--- src/rtl/store_commit_drain_pkg.sv ---
// Shared types for the committed-store drain path.
//   StoreDrainState     : drain FSM states
//   StoreQueueIndexPath : store queue index (default SQ depth)
//   StoreQueueCountPath : 0..SQ_ENTRY_NUM occupancy count (default SQ depth)
//   StoreDrainRequest   : one D-cache write request (default widths)
// The SD_* constants are the default configuration; the top module derives
// its own widths from its parameters so non-default builds stay consistent.
package StoreDrainTypes;

  localparam int SD_COMMIT_WIDTH = 2;
  localparam int SD_SQ_ENTRY_NUM = 16;
  localparam int SD_ADDR_WIDTH   = 32;
  localparam int SD_DATA_WIDTH   = 32;

  typedef enum logic [1:0] {
    STORE_DRAIN_IDLE,
    STORE_DRAIN_READ,
    STORE_DRAIN_SEND
  } StoreDrainState;

  typedef logic [$clog2(SD_SQ_ENTRY_NUM)-1:0]   StoreQueueIndexPath;
  typedef logic [$clog2(SD_SQ_ENTRY_NUM+1)-1:0] StoreQueueCountPath;

  typedef struct packed {
    logic [SD_ADDR_WIDTH-1:0]   addr;
    logic [SD_DATA_WIDTH-1:0]   data;
    logic [SD_DATA_WIDTH/8-1:0] be;
  } StoreDrainRequest;

endpackage

--- src/rtl/store_commit_drain_if.sv ---
// D-cache write port handshake.
//   dc_wr_valid / dc_wr_ready : valid/ready handshake
//   dc_wr_addr / data / be    : request payload, stable while valid && !ready
// master = drain side (drives request), slave = D-cache side.
interface store_commit_drain_if #(
  parameter int ADDR_WIDTH = 32,
  parameter int DATA_WIDTH = 32
);
  logic                    dc_wr_valid;
  logic                    dc_wr_ready;
  logic [ADDR_WIDTH-1:0]   dc_wr_addr;
  logic [DATA_WIDTH-1:0]   dc_wr_data;
  logic [DATA_WIDTH/8-1:0] dc_wr_be;

  modport master (output dc_wr_valid, dc_wr_addr, dc_wr_data, dc_wr_be,
                  input  dc_wr_ready);
  modport slave  (input  dc_wr_valid, dc_wr_addr, dc_wr_data, dc_wr_be,
                  output dc_wr_ready);
endinterface

--- src/rtl/store_commit_drain_pending_counter.sv ---
// Count of committed-but-unwritten stores.
//   commit_store/commit_store_num : stores committed this cycle
//   wr_accept                     : one store written this cycle
//   pending                       : registered count
//   pending_next                  : count after this cycle (saturated)
//   overflow_err                  : sticky, set when the count would exceed
//                                   SQ_ENTRY_NUM; cleared only by reset
module store_drain_pending_counter #(
  parameter int COMMIT_WIDTH = 2,
  parameter int SQ_ENTRY_NUM = 16
) (
  input  logic                                clk,
  input  logic                                rst,
  input  logic                                commit_store,
  input  logic [$clog2(COMMIT_WIDTH+1)-1:0]   commit_store_num,
  input  logic                                wr_accept,
  output logic [$clog2(SQ_ENTRY_NUM+1)-1:0]   pending,
  output logic [$clog2(SQ_ENTRY_NUM+1)-1:0]   pending_next,
  output logic                                overflow_err
);
  localparam int CNT_W = $clog2(SQ_ENTRY_NUM+1);
  localparam int SUM_W = CNT_W + 1;

  logic [CNT_W-1:0] pending_q, pending_d;
  logic             overflow_q, overflow_d;
  logic [SUM_W-1:0] sum;

  // One extra bit of headroom so a commit on a full count is visible.
  // A decrement only happens while a request is outstanding, so pending >= 1
  // whenever wr_accept is set and the sum never underflows.
  always_comb begin
    sum = {1'b0, pending_q}
        + (commit_store ? SUM_W'(commit_store_num) : '0)
        - (wr_accept ? SUM_W'(1) : '0);
    overflow_d = overflow_q;
    if (sum > SUM_W'(SQ_ENTRY_NUM)) begin
      pending_d  = CNT_W'(SQ_ENTRY_NUM);
      overflow_d = 1'b1;
    end else begin
      pending_d  = sum[CNT_W-1:0];
    end
  end

  always_ff @(posedge clk or negedge rst) begin
    if (!rst) begin
      pending_q  <= '0;
      overflow_q <= 1'b0;
    end else begin
      pending_q  <= pending_d;
      overflow_q <= overflow_d;
    end
  end

  assign pending      = pending_q;
  assign pending_next = pending_d;
  assign overflow_err = overflow_q;

endmodule

--- src/rtl/store_commit_drain.sv ---
// Drains committed stores from the store queue head to the D-cache write
// port, one request at a time, and answers fences once everything committed
// has been written. Pipeline recovery never touches this block.
//   clk, rst (async active-low)
//   commit_store/commit_store_num : committed-store count from commit stage
//   sq_rd_ptr, sq_rd_addr/data/be : store queue head read (data valid by the
//                                   cycle after the pointer)
//   dc_wr                         : D-cache write handshake (master side)
//   sq_release                    : head entry freed (pulse on handshake)
//   fence_req/fence_done          : fence waits for full drain
//   pending_count, overflow_err   : drain backlog and sticky overflow flag
// Optional macro RSD_STORE_DRAIN_PERF_EN adds perf_write_count and
// perf_stall_cycles (32-bit, wrapping).
module store_commit_drain
  import StoreDrainTypes::*;
#(
  parameter int COMMIT_WIDTH = SD_COMMIT_WIDTH,
  parameter int SQ_ENTRY_NUM = SD_SQ_ENTRY_NUM,
  parameter int ADDR_WIDTH   = SD_ADDR_WIDTH,
  parameter int DATA_WIDTH   = SD_DATA_WIDTH
) (
  input  logic                                clk,
  input  logic                                rst,
  input  logic                                commit_store,
  input  logic [$clog2(COMMIT_WIDTH+1)-1:0]   commit_store_num,
  output logic [$clog2(SQ_ENTRY_NUM)-1:0]     sq_rd_ptr,
  input  logic [ADDR_WIDTH-1:0]               sq_rd_addr,
  input  logic [DATA_WIDTH-1:0]               sq_rd_data,
  input  logic [DATA_WIDTH/8-1:0]             sq_rd_be,
  store_commit_drain_if.master                dc_wr,
  output logic                                sq_release,
  input  logic                                fence_req,
  output logic                                fence_done,
  output logic [$clog2(SQ_ENTRY_NUM+1)-1:0]   pending_count,
  output logic                                overflow_err
`ifdef RSD_STORE_DRAIN_PERF_EN
  ,
  output logic [31:0]                         perf_write_count,
  output logic [31:0]                         perf_stall_cycles
`endif
);
  localparam int IDX_W = $clog2(SQ_ENTRY_NUM);
  localparam int CNT_W = $clog2(SQ_ENTRY_NUM+1);
  localparam int BE_W  = DATA_WIDTH/8;

  StoreDrainState          state_q, state_d;
  logic [IDX_W-1:0]        head_q, head_d;
  logic                    valid_q, valid_d;
  logic [ADDR_WIDTH-1:0]   addr_q, addr_d;
  logic [DATA_WIDTH-1:0]   data_q, data_d;
  logic [BE_W-1:0]         be_q, be_d;
  logic                    fence_done_q, fence_done_d;
  logic [CNT_W-1:0]        pending, pending_next;
  logic                    wr_accept;

  assign wr_accept = valid_q && dc_wr.dc_wr_ready;

  store_drain_pending_counter #(
    .COMMIT_WIDTH (COMMIT_WIDTH),
    .SQ_ENTRY_NUM (SQ_ENTRY_NUM)
  ) u_pending (
    .clk              (clk),
    .rst              (rst),
    .commit_store     (commit_store),
    .commit_store_num (commit_store_num),
    .wr_accept        (wr_accept),
    .pending          (pending),
    .pending_next     (pending_next),
    .overflow_err     (overflow_err)
  );

  always_comb begin
    state_d = state_q;
    head_d  = head_q;
    valid_d = valid_q;
    addr_d  = addr_q;
    data_d  = data_q;
    be_d    = be_q;
    unique case (state_q)
      STORE_DRAIN_IDLE: if (pending != '0) state_d = STORE_DRAIN_READ;
      // Head entry is presented on sq_rd_* during READ; latch it on the way
      // into SEND so the payload is frozen for the whole handshake.
      STORE_DRAIN_READ: begin
        state_d = STORE_DRAIN_SEND;
        valid_d = 1'b1;
        addr_d  = sq_rd_addr;
        data_d  = sq_rd_data;
        be_d    = sq_rd_be;
      end
      STORE_DRAIN_SEND: if (dc_wr.dc_wr_ready) begin
        valid_d = 1'b0;
        head_d  = head_q + IDX_W'(1);  // power-of-two depth wraps naturally
        state_d = (pending_next != '0) ? STORE_DRAIN_READ : STORE_DRAIN_IDLE;
      end
      default: state_d = STORE_DRAIN_IDLE;
    endcase
    // A store committing this very cycle shows up in pending_next and holds
    // the fence off.
    fence_done_d = fence_req && (state_q == STORE_DRAIN_IDLE)
                && (pending == '0) && (pending_next == '0);
  end

  always_ff @(posedge clk or negedge rst) begin
    if (!rst) begin
      state_q      <= STORE_DRAIN_IDLE;
      head_q       <= '0;
      valid_q      <= 1'b0;
      addr_q       <= '0;
      data_q       <= '0;
      be_q         <= '0;
      fence_done_q <= 1'b0;
    end else begin
      state_q      <= state_d;
      head_q       <= head_d;
      valid_q      <= valid_d;
      addr_q       <= addr_d;
      data_q       <= data_d;
      be_q         <= be_d;
      fence_done_q <= fence_done_d;
    end
  end

  assign sq_rd_ptr         = head_q;
  assign dc_wr.dc_wr_valid = valid_q;
  assign dc_wr.dc_wr_addr  = addr_q;
  assign dc_wr.dc_wr_data  = data_q;
  assign dc_wr.dc_wr_be    = be_q;
  assign sq_release        = wr_accept;
  assign fence_done        = fence_done_q;
  assign pending_count     = pending;

`ifdef RSD_STORE_DRAIN_PERF_EN
  logic [31:0] perf_write_q, perf_write_d, perf_stall_q, perf_stall_d;

  always_comb begin
    perf_write_d = perf_write_q + 32'(wr_accept);
    perf_stall_d = perf_stall_q + 32'(valid_q && !dc_wr.dc_wr_ready);
  end

  always_ff @(posedge clk or negedge rst) begin
    if (!rst) begin
      perf_write_q <= '0;
      perf_stall_q <= '0;
    end else begin
      perf_write_q <= perf_write_d;
      perf_stall_q <= perf_stall_d;
    end
  end

  assign perf_write_count  = perf_write_q;
  assign perf_stall_cycles = perf_stall_q;
`else
  // Performance counters compiled out.
`endif

endmodule

--- src/flat_wrapper.sv ---
// flat-port wrapper written by rule: the top's interface ports become plain ports
module store_commit_drain_flat import StoreDrainTypes::*;
#(
  parameter int COMMIT_WIDTH = SD_COMMIT_WIDTH,
  parameter int SQ_ENTRY_NUM = SD_SQ_ENTRY_NUM,
  parameter int ADDR_WIDTH   = SD_ADDR_WIDTH,
  parameter int DATA_WIDTH   = SD_DATA_WIDTH
)
  (clk, rst, commit_store, commit_store_num, sq_rd_ptr, sq_rd_addr, sq_rd_data, sq_rd_be, sq_release, fence_req, fence_done, pending_count, overflow_err, dc_wr_dc_wr_valid, dc_wr_dc_wr_addr, dc_wr_dc_wr_data, dc_wr_dc_wr_be, dc_wr_dc_wr_ready);
  store_commit_drain_if #(.ADDR_WIDTH(ADDR_WIDTH), .DATA_WIDTH(DATA_WIDTH)) dc_wr_i ();
  input  logic clk;
  input  logic rst;
  input  logic commit_store;
  input  logic [$clog2(COMMIT_WIDTH+1)-1:0] commit_store_num;
  output logic [$clog2(SQ_ENTRY_NUM)-1:0] sq_rd_ptr;
  input  logic [ADDR_WIDTH-1:0] sq_rd_addr;
  input  logic [DATA_WIDTH-1:0] sq_rd_data;
  input  logic [DATA_WIDTH/8-1:0] sq_rd_be;
  output logic sq_release;
  input  logic fence_req;
  output logic fence_done;
  output logic [$clog2(SQ_ENTRY_NUM+1)-1:0] pending_count;
  output logic overflow_err;
  output wire logic [$bits(dc_wr_i.dc_wr_valid)-1:0] dc_wr_dc_wr_valid;
  output wire logic [$bits(dc_wr_i.dc_wr_addr)-1:0] dc_wr_dc_wr_addr;
  output wire logic [$bits(dc_wr_i.dc_wr_data)-1:0] dc_wr_dc_wr_data;
  output wire logic [$bits(dc_wr_i.dc_wr_be)-1:0] dc_wr_dc_wr_be;
  input wire logic [$bits(dc_wr_i.dc_wr_ready)-1:0] dc_wr_dc_wr_ready;
  assign dc_wr_dc_wr_valid = dc_wr_i.dc_wr_valid;
  assign dc_wr_dc_wr_addr = dc_wr_i.dc_wr_addr;
  assign dc_wr_dc_wr_data = dc_wr_i.dc_wr_data;
  assign dc_wr_dc_wr_be = dc_wr_i.dc_wr_be;
  assign dc_wr_i.dc_wr_ready = dc_wr_dc_wr_ready;
  store_commit_drain #(.COMMIT_WIDTH(COMMIT_WIDTH), .SQ_ENTRY_NUM(SQ_ENTRY_NUM), .ADDR_WIDTH(ADDR_WIDTH), .DATA_WIDTH(DATA_WIDTH)) u_core (.clk(clk), .rst(rst), .commit_store(commit_store), .commit_store_num(commit_store_num), .sq_rd_ptr(sq_rd_ptr), .sq_rd_addr(sq_rd_addr), .sq_rd_data(sq_rd_data), .sq_rd_be(sq_rd_be), .dc_wr(dc_wr_i), .sq_release(sq_release), .fence_req(fence_req), .fence_done(fence_done), .pending_count(pending_count), .overflow_err(overflow_err));
endmodule
--- config.mk ---
export PLATFORM = sky130hd
export DESIGN_NAME = store_commit_drain_flat
export DESIGN_NICKNAME = d
export VERILOG_FILES = /design/src/rtl/store_commit_drain_pkg.sv /design/src/rtl/store_commit_drain_if.sv /design/src/rtl/store_commit_drain_pending_counter.sv /design/src/rtl/store_commit_drain.sv /design/src/flat_wrapper.sv
export SDC_FILE = /design/constraint.sdc
export NUM_CORES = 1
export LEC_CHECK = 0
export BUFFER_PORTS_ARGS = -buffer_cell sky130_fd_sc_hd__buf_2
export CAP_MARGIN = 20
export CORE_MARGIN = 2
export CORE_UTILIZATION = 47
export DETAILED_ROUTE_END_ITERATION = 10
export GPL_ROUTABILITY_DRIVEN = 0
export PLACE_DENSITY = 0.8
export SYNTH_ARGS = -nofsm -noshare
export SYNTH_HDL_FRONTEND = slang
export SYNTH_SLANG_ARGS = --single-unit
--- constraint.sdc ---
create_clock -name clk -period 3.3 [get_ports clk]
set_input_delay 0.99 -clock clk [delete_from_list [all_inputs] [get_ports clk]]
set_output_delay 0.99 -clock clk [all_outputs]
set_load 0.05 [all_outputs]
==> impl_results.md, run 1 <==
- Post-Place Cells: 492
- Total grt overflow: 0
- Post-DP Area: 4384 um^2
- Endpoints failing setup: 0
- Core Region: 7176 um^2
- Max cap viols: 0
- DRT iter0 DRCs: 83
- Diodes inserted: 0
- Max Root-Sink Buffers: 2
- Row cnt: 31
- Area contributors post-synth: dfrtp_1 (59%), mux2_2 (22%), ha_1 (3.3%)
- Final HPWL DP: 5858 um
- Cts hold-fix bufs: 0
- Initial antenna violation count: 0
- Worst Skew: 11.08 ps
- Worst-Skew Late Latency: 340 ps
- Max Clk Rate: 334.0 MHz
- Root Buffer: clkbuf_8
- Post-DR wirelength/cell: 15.29 um
- Via count: 2493
- DRC errors left: 0
- Worst path max stage delay: 390 ps
- GR Util All Layers: 19.32%
- Final Instance Area: 4589 um^2
- Initial DRT Pass Iterations: 4
- Dpl ws: -42.14 ps
- Synth Instances: 240
- Synth Area per Inst: 14.40 um^2
- Top Family by Delay on Critical Path: adder cells
- Share of layout cells above drive strength 1: 63.17%
- Vias in the first global route: 2629
- Worst Setup Path Type: in2reg
- Hold Path Class: reg2reg
- Worst Path Required: 3570 ps
- Largest net degree at the start of global routing: 83
- Post-CTS Setup Inserts: 0
- Synth warnings: 0
- Register area share after synthesis: 59.38%
- Arr. time, crit path: 3270 ps
- Synth cell types: 43
- WL final: 7785 um
- Final hold vios: 0
- Antenna viol nets, final: 0
- Synth Cell Area: 3456 um^2
- Leading area contributor after synthesis: dfrtp_1
- Crit share post-route: 90.74%
- Slowest CP cell: fa_1
- Final WS setup: 305.6 ps
- Bufs and invs on worst path: 5
- Status: completed
- Die Height: 89.75 um
- Flops & latches, synth: 82
- CP Cell Sequence: buf_2, and2_2, ha_1, inv_1, ha_1, inv_1, fa_1, and2b_4, o22ai_2, xor2_1, buf_4, o21ai_2, buf_4, nor2_1
- Cts repair resizes: 0
- Asr flop ratio synth: 100.0%
- Unrepaired setup endpoints after global routing: no
- CTS tree: built
- Vias/cell: 4.898
- Clock slew at reported path FFs: 90 ps
- Commonest cells in the netlist: dfrtp_1 (82), mux2_2 (68), inv_1 (13)
- Critical path peak fanout: 4
- Setup_tns: 0 ps
- Full die area: 8055 um^2
- Crit path capture type: flip-flop
- Layout area overhead: 32.80%
- Ys flop type: dfrtp_1
- Rel. slew slack: 64.43%
- # IOs: 156
- Initial core utilization: 48.16%
- Most numerous cell in the Yosys netlist: dfrtp_1
- Worst Tran Pin Value: 532.3 ps
- Nets: 490
- CTS sink count: 82
- CP startpoint kind: primary input
- Non-Filler Instances: 509
- # port buffers: 155
- Number of synthesized flops with an enable pin: 0
- Global-route wire length before repair: 12470 um
- Min Tclk post-route: 2994 ps
- Post-synth top area share: 59.38%
- Syn_nets: 325
- # H-tree levels: 3
- Die width: 89.75 um
- TritonCTS Buffers: 9
- Final Max Tran Viols: 0
## cells in the final DEF (no fill, tap or decap), types with 2 or more instances in the layout
cell and count:
buf_2 154, clkinv_4 2, nor2_1 6, nand4_1 2, mux2_2 68, a211oi_2 2
inv_1 13, dfrtp_1 82, buf_4 6, ha_1 9, xnor2_1 3, clkbuf_8 9
or3_1 2, nand3_1 3, nor3_1 2, clkinvlp_4 2, inv_6 2, nand2b_1 2
xor2_1 2, nor2b_1 2, nand2_1 5
## sequential cells by signal, summed over array words and instances, names as in the netlist
signal,cells
u_core.dc_wr.dc_wr_valid,1
u_core.dc_wr.dc_wr_data,32
u_core.dc_wr.dc_wr_be,4
u_core.u_pending.pending,5
u_core.sq_rd_ptr,4
u_core.dc_wr.dc_wr_addr,32
u_core.state_q,2
u_core.fence_done,1
u_core.u_pending.overflow_err,1
## logic make-up (layout without fill, tap and decap cells)
logic type / Yosys count / in the layout / synth area share, %
DFF: 82 / 82 / 59.38
muxes: 68 / 68 / 22.16
and+or+nand+nor: 40 / 40 / 6.988
buffers and inverters: 22 / 192 / 2.679
AOI/OAI and AO/OA: 13 / 13 / 3.693
adders and majority gates: 10 / 10 / 3.838
xor gates and xnor gates: 5 / 5 / 1.267
## stage by stage
stage	utilization, %	hold WS [ps]
floorplan	-	563.3
global placement	61.10	459.4
detailed placement	61.10	463.4
CTS	63.57	475.1
global route	63.96	487.4
finish	63.96	466.7
## per-layer routing
metal,part of all wire (%),track usage (%)
met1,41,23.52
met2,49,32.89
met5,0,0
met4,3.0,9.487
met3,6.1,4.023
## worst paths after layout
check	slack [ps]	cells past startpoint	to	from
setup / recovery	310	14	u_core.u_pending.pending[1]	dc_wr_dc_wr_ready
hold / removal	470	1	u_core.sq_rd_ptr[3]	u_core.sq_rd_ptr[3]
setup reg to reg	640	13	u_core.u_pending.pending[1]	u_core.dc_wr.dc_wr_valid
hold reg to reg	470	1	u_core.sq_rd_ptr[3]	u_core.sq_rd_ptr[3]
max in group asynchronous	2170	2	u_core.dc_wr.dc_wr_data[21]	rst
min in group asynchronous	530	1	u_core.dc_wr.dc_wr_addr[23]	rst
## worst reg2reg max path, delay by kind of cell, from the launching register on
kind / cells / cell delay [ps]
flops: 1 / 420
fa+ha+maj: 3 / 830
buf+inv: 4 / 420
compound gates: 2 / 130
xor+xnor: 1 / 210
simple gates: 3 / 590
## final cells by class
cell class / instances / area [um^2]
Timing Repair Buffer: 162 / 863.3
Clock inverter: 6 / 50.05
Clock buffer: 10 / 127.6
Inverter: 14 / 52.55
Sequential cell: 82 / 2052
Fill cell: 556 / 2586
Tap cell: 99 / 123.9
Multi-Input combinational cell: 136 / 1320
Power of run 1 is left out: the tool's default activity adds up to more than one toggle a clock period on the data nets, which glitch-free logic cannot reach.
==> run 2: changes to the inputs <==
--- a/config.mk
+++ b/config.mk
@@ -9,6 +9,7 @@
 export CAP_MARGIN = 20
 export CORE_MARGIN = 2
 export CORE_UTILIZATION = 47
+export CTS_BUF_LIST = sky130_fd_sc_hd__clkbuf_4 sky130_fd_sc_hd__clkbuf_8 sky130_fd_sc_hd__clkbuf_16
 export DETAILED_ROUTE_END_ITERATION = 10
 export GPL_ROUTABILITY_DRIVEN = 0
 export PLACE_DENSITY = 0.8
==> run 2 against run 1 <==
  * Utilization grew 0.052 points
  * Cell area barely moved
  * Worst setup slack better by 2.6 ps
  * Global-route usage about the same
  * Maximum frequency is essentially flat
  * Die area is the same
  * Critical path depth did not move
  * Clock skew about the same
  * Routed wire length decreased by 0.10%
  * Sequential cell count did not move
  * Hold slack about the same
  * Register-to-register slack hardly changed
==> impl_results.md, run 2 (synthesized netlist as in run 1, its figures left out) <==
- Status: completed (unchanged)
- Core Region: 7176 um^2 (unchanged)
- Post-CTS Setup Inserts: 0 (unchanged)
- Most frequent cells in the layout: buf_2 (154), dfrtp_1 (82), mux2_2 (68) (unchanged)
- CTS tree: built (unchanged)
- Post-DR wirelength/cell: 15.28 um (was 15.29 um)
- Initial DRT Pass Iterations: 4 (unchanged)
- Initial core utilization: 48.16% (unchanged)
- # port buffers: 155 (unchanged)
- Worst Setup Path Type: in2reg (unchanged)
- Global-route wire length before repair: 12440 um (was 12470 um)
- Antenna viol nets, final: 0 (unchanged)
- Final Max Tran Viols: 0 (unchanged)
- Final core utilization: 64.01% (was 63.96%)
- Via count: 2502 (was 2493)
- Rel. slew slack: 64.50% (was 64.43%)
- Worst Skew: 10.90 ps (was 11.08 ps)
- Max cap viols: 0 (unchanged)
- Diodes inserted: 0 (unchanged)
- Arr. time, crit path: 3260 ps (was 3270 ps)
- Row cnt: 31 (unchanged)
- Final HPWL DP: 5858 um (unchanged)
- Worst-Skew Late Latency: 340 ps (about the same)
- TritonCTS Buffers: 9 (unchanged)
- Final hold vios: 0 (unchanged)
- Crit share post-route: 90.66% (was 90.74%)
- WL final: 7777 um (was 7785 um)
- Hold Path Origin: u_core.sq_rd_ptr[3] (unchanged)
- # H-tree levels: 3 (unchanged)
- Most common cell after layout, fill and taps aside: buf_2 (unchanged)
- Final WS setup: 308.3 ps (was 305.6 ps)
- Cts hold-fix bufs: 0 (unchanged)
- Dpl ws: -42.14 ps (unchanged)
- Endpoints failing setup: 0 (unchanged)
- DRC errors left: 0 (unchanged)
- Beginning of the worst register-to-register path: u_core.dc_wr.dc_wr_valid (unchanged)
- Nets: 490 (unchanged)
- Critical path peak fanout: 4 (unchanged)
- Vias/cell: 4.916 (was 4.898)
- Max Root-Sink Buffers: 2 (unchanged)
- CTS sink count: 82 (unchanged)
- Largest net degree at the start of global routing: 83 (unchanged)
- Min Tclk post-route: 2992 ps (was 2994 ps)
- Root Buffer: clkbuf_8 (unchanged)
- Initial antenna violation count: 0 (unchanged)
- CP startpoint kind: primary input (unchanged)
- Unrepaired setup endpoints after global routing: no (unchanged)
- # IOs: 156 (unchanged)
- Vias in the first global route: 2637 (was 2629)
- Full die area: 8055 um^2 (unchanged)
- Max Clk Rate: 334.3 MHz (was 334.0 MHz)
- Share of layout cells above drive strength 1: 63.41% (was 63.17%)
- Worst Tran Pin Value: 531.3 ps (was 532.3 ps)
- DRT iter0 DRCs: 80 (was 83)
- Die width: 89.75 um (unchanged)
- Hold Path Class: reg2reg (unchanged)
- Crit path capture type: flip-flop (unchanged)
- Cts repair resizes: 0 (unchanged)
- Worst Path Required: 3570 ps (about the same)
- Layout area overhead: 32.91% (was 32.80%)
- Total grt overflow: 0 (unchanged)
- Crit path launch: dc_wr_dc_wr_ready (unchanged)
- GR Util All Layers: 19.29% (was 19.32%)
- Die Height: 89.75 um (unchanged)
- Clock slew at reported path FFs: 90 ps (about the same)
-- run 2: per-layer routing --
metal | GRT usage, % | share of wire (%) | vias up
li1 | - | - | 1175
met1 | 23.41 | 41 | 1196
met2 | 32.89 | 50 | 111
met3 | 4.023 | 6.3 | 20
met4 | 9.487 | 3.0 | 0
met5 | 0 | 0 | -
-- run 2: layout make-up --
| class | count | area [um^2] |
|---|---|---|
| multi-input combinational | 136 | 1320 |
| clock inverter | 6 | 50.05 |
| tap | 99 | 123.9 |
| fill | 557 | 2582 |
| timing repair buffer | 162 | 863.3 |
| inverter | 14 | 52.55 |
| clock buffer | 10 | 131.4 |
| sequential | 82 | 2052 |
-- run 2: final timing paths --
path | cells after the start | slack [ps] | endpoint
min | 1 | 470 | u_core.sq_rd_ptr[3]
max in group asynchronous | 2 | 2170 | u_core.dc_wr.dc_wr_data[21]
min reg2reg | 1 | 470 | u_core.sq_rd_ptr[3]
min in group asynchronous | 1 | 540 | u_core.dc_wr.dc_wr_addr[12]
max | 14 | 310 | u_core.u_pending.pending[1]
max reg2reg | 13 | 640 | u_core.u_pending.pending[1]
-- run 2: critical path: stages --
cell,delay [ps]
buf_2,100
and2_2,190
ha_1,280
inv_1,60
ha_1,160
inv_1,60
fa_1,390
and2b_4,290
o22ai_2,80
xor2_1,210
buf_4,160
o21ai_2,50
buf_4,140
nor2_1,110
-- run 2: through the flow --
| step | hold slack (ps) | instance area, um^2 | cells | setup TNS [ps] |
|---|---|---|---|---|
| floorplan | 563.3 | 3457 | 240 | 0 |
| global placement | 459.4 | 4384 | 492 | 0 |
| detailed placement | 463.4 | 4384 | 492 | -144.5 |
| CTS | 475.1 | 4566 | 508 | 0 |
| global route | 487.4 | 4593 | 509 | 0 |
| finish | 466.7 | 4593 | 509 | 0 |
Power of run 2 is left out for the same reason.
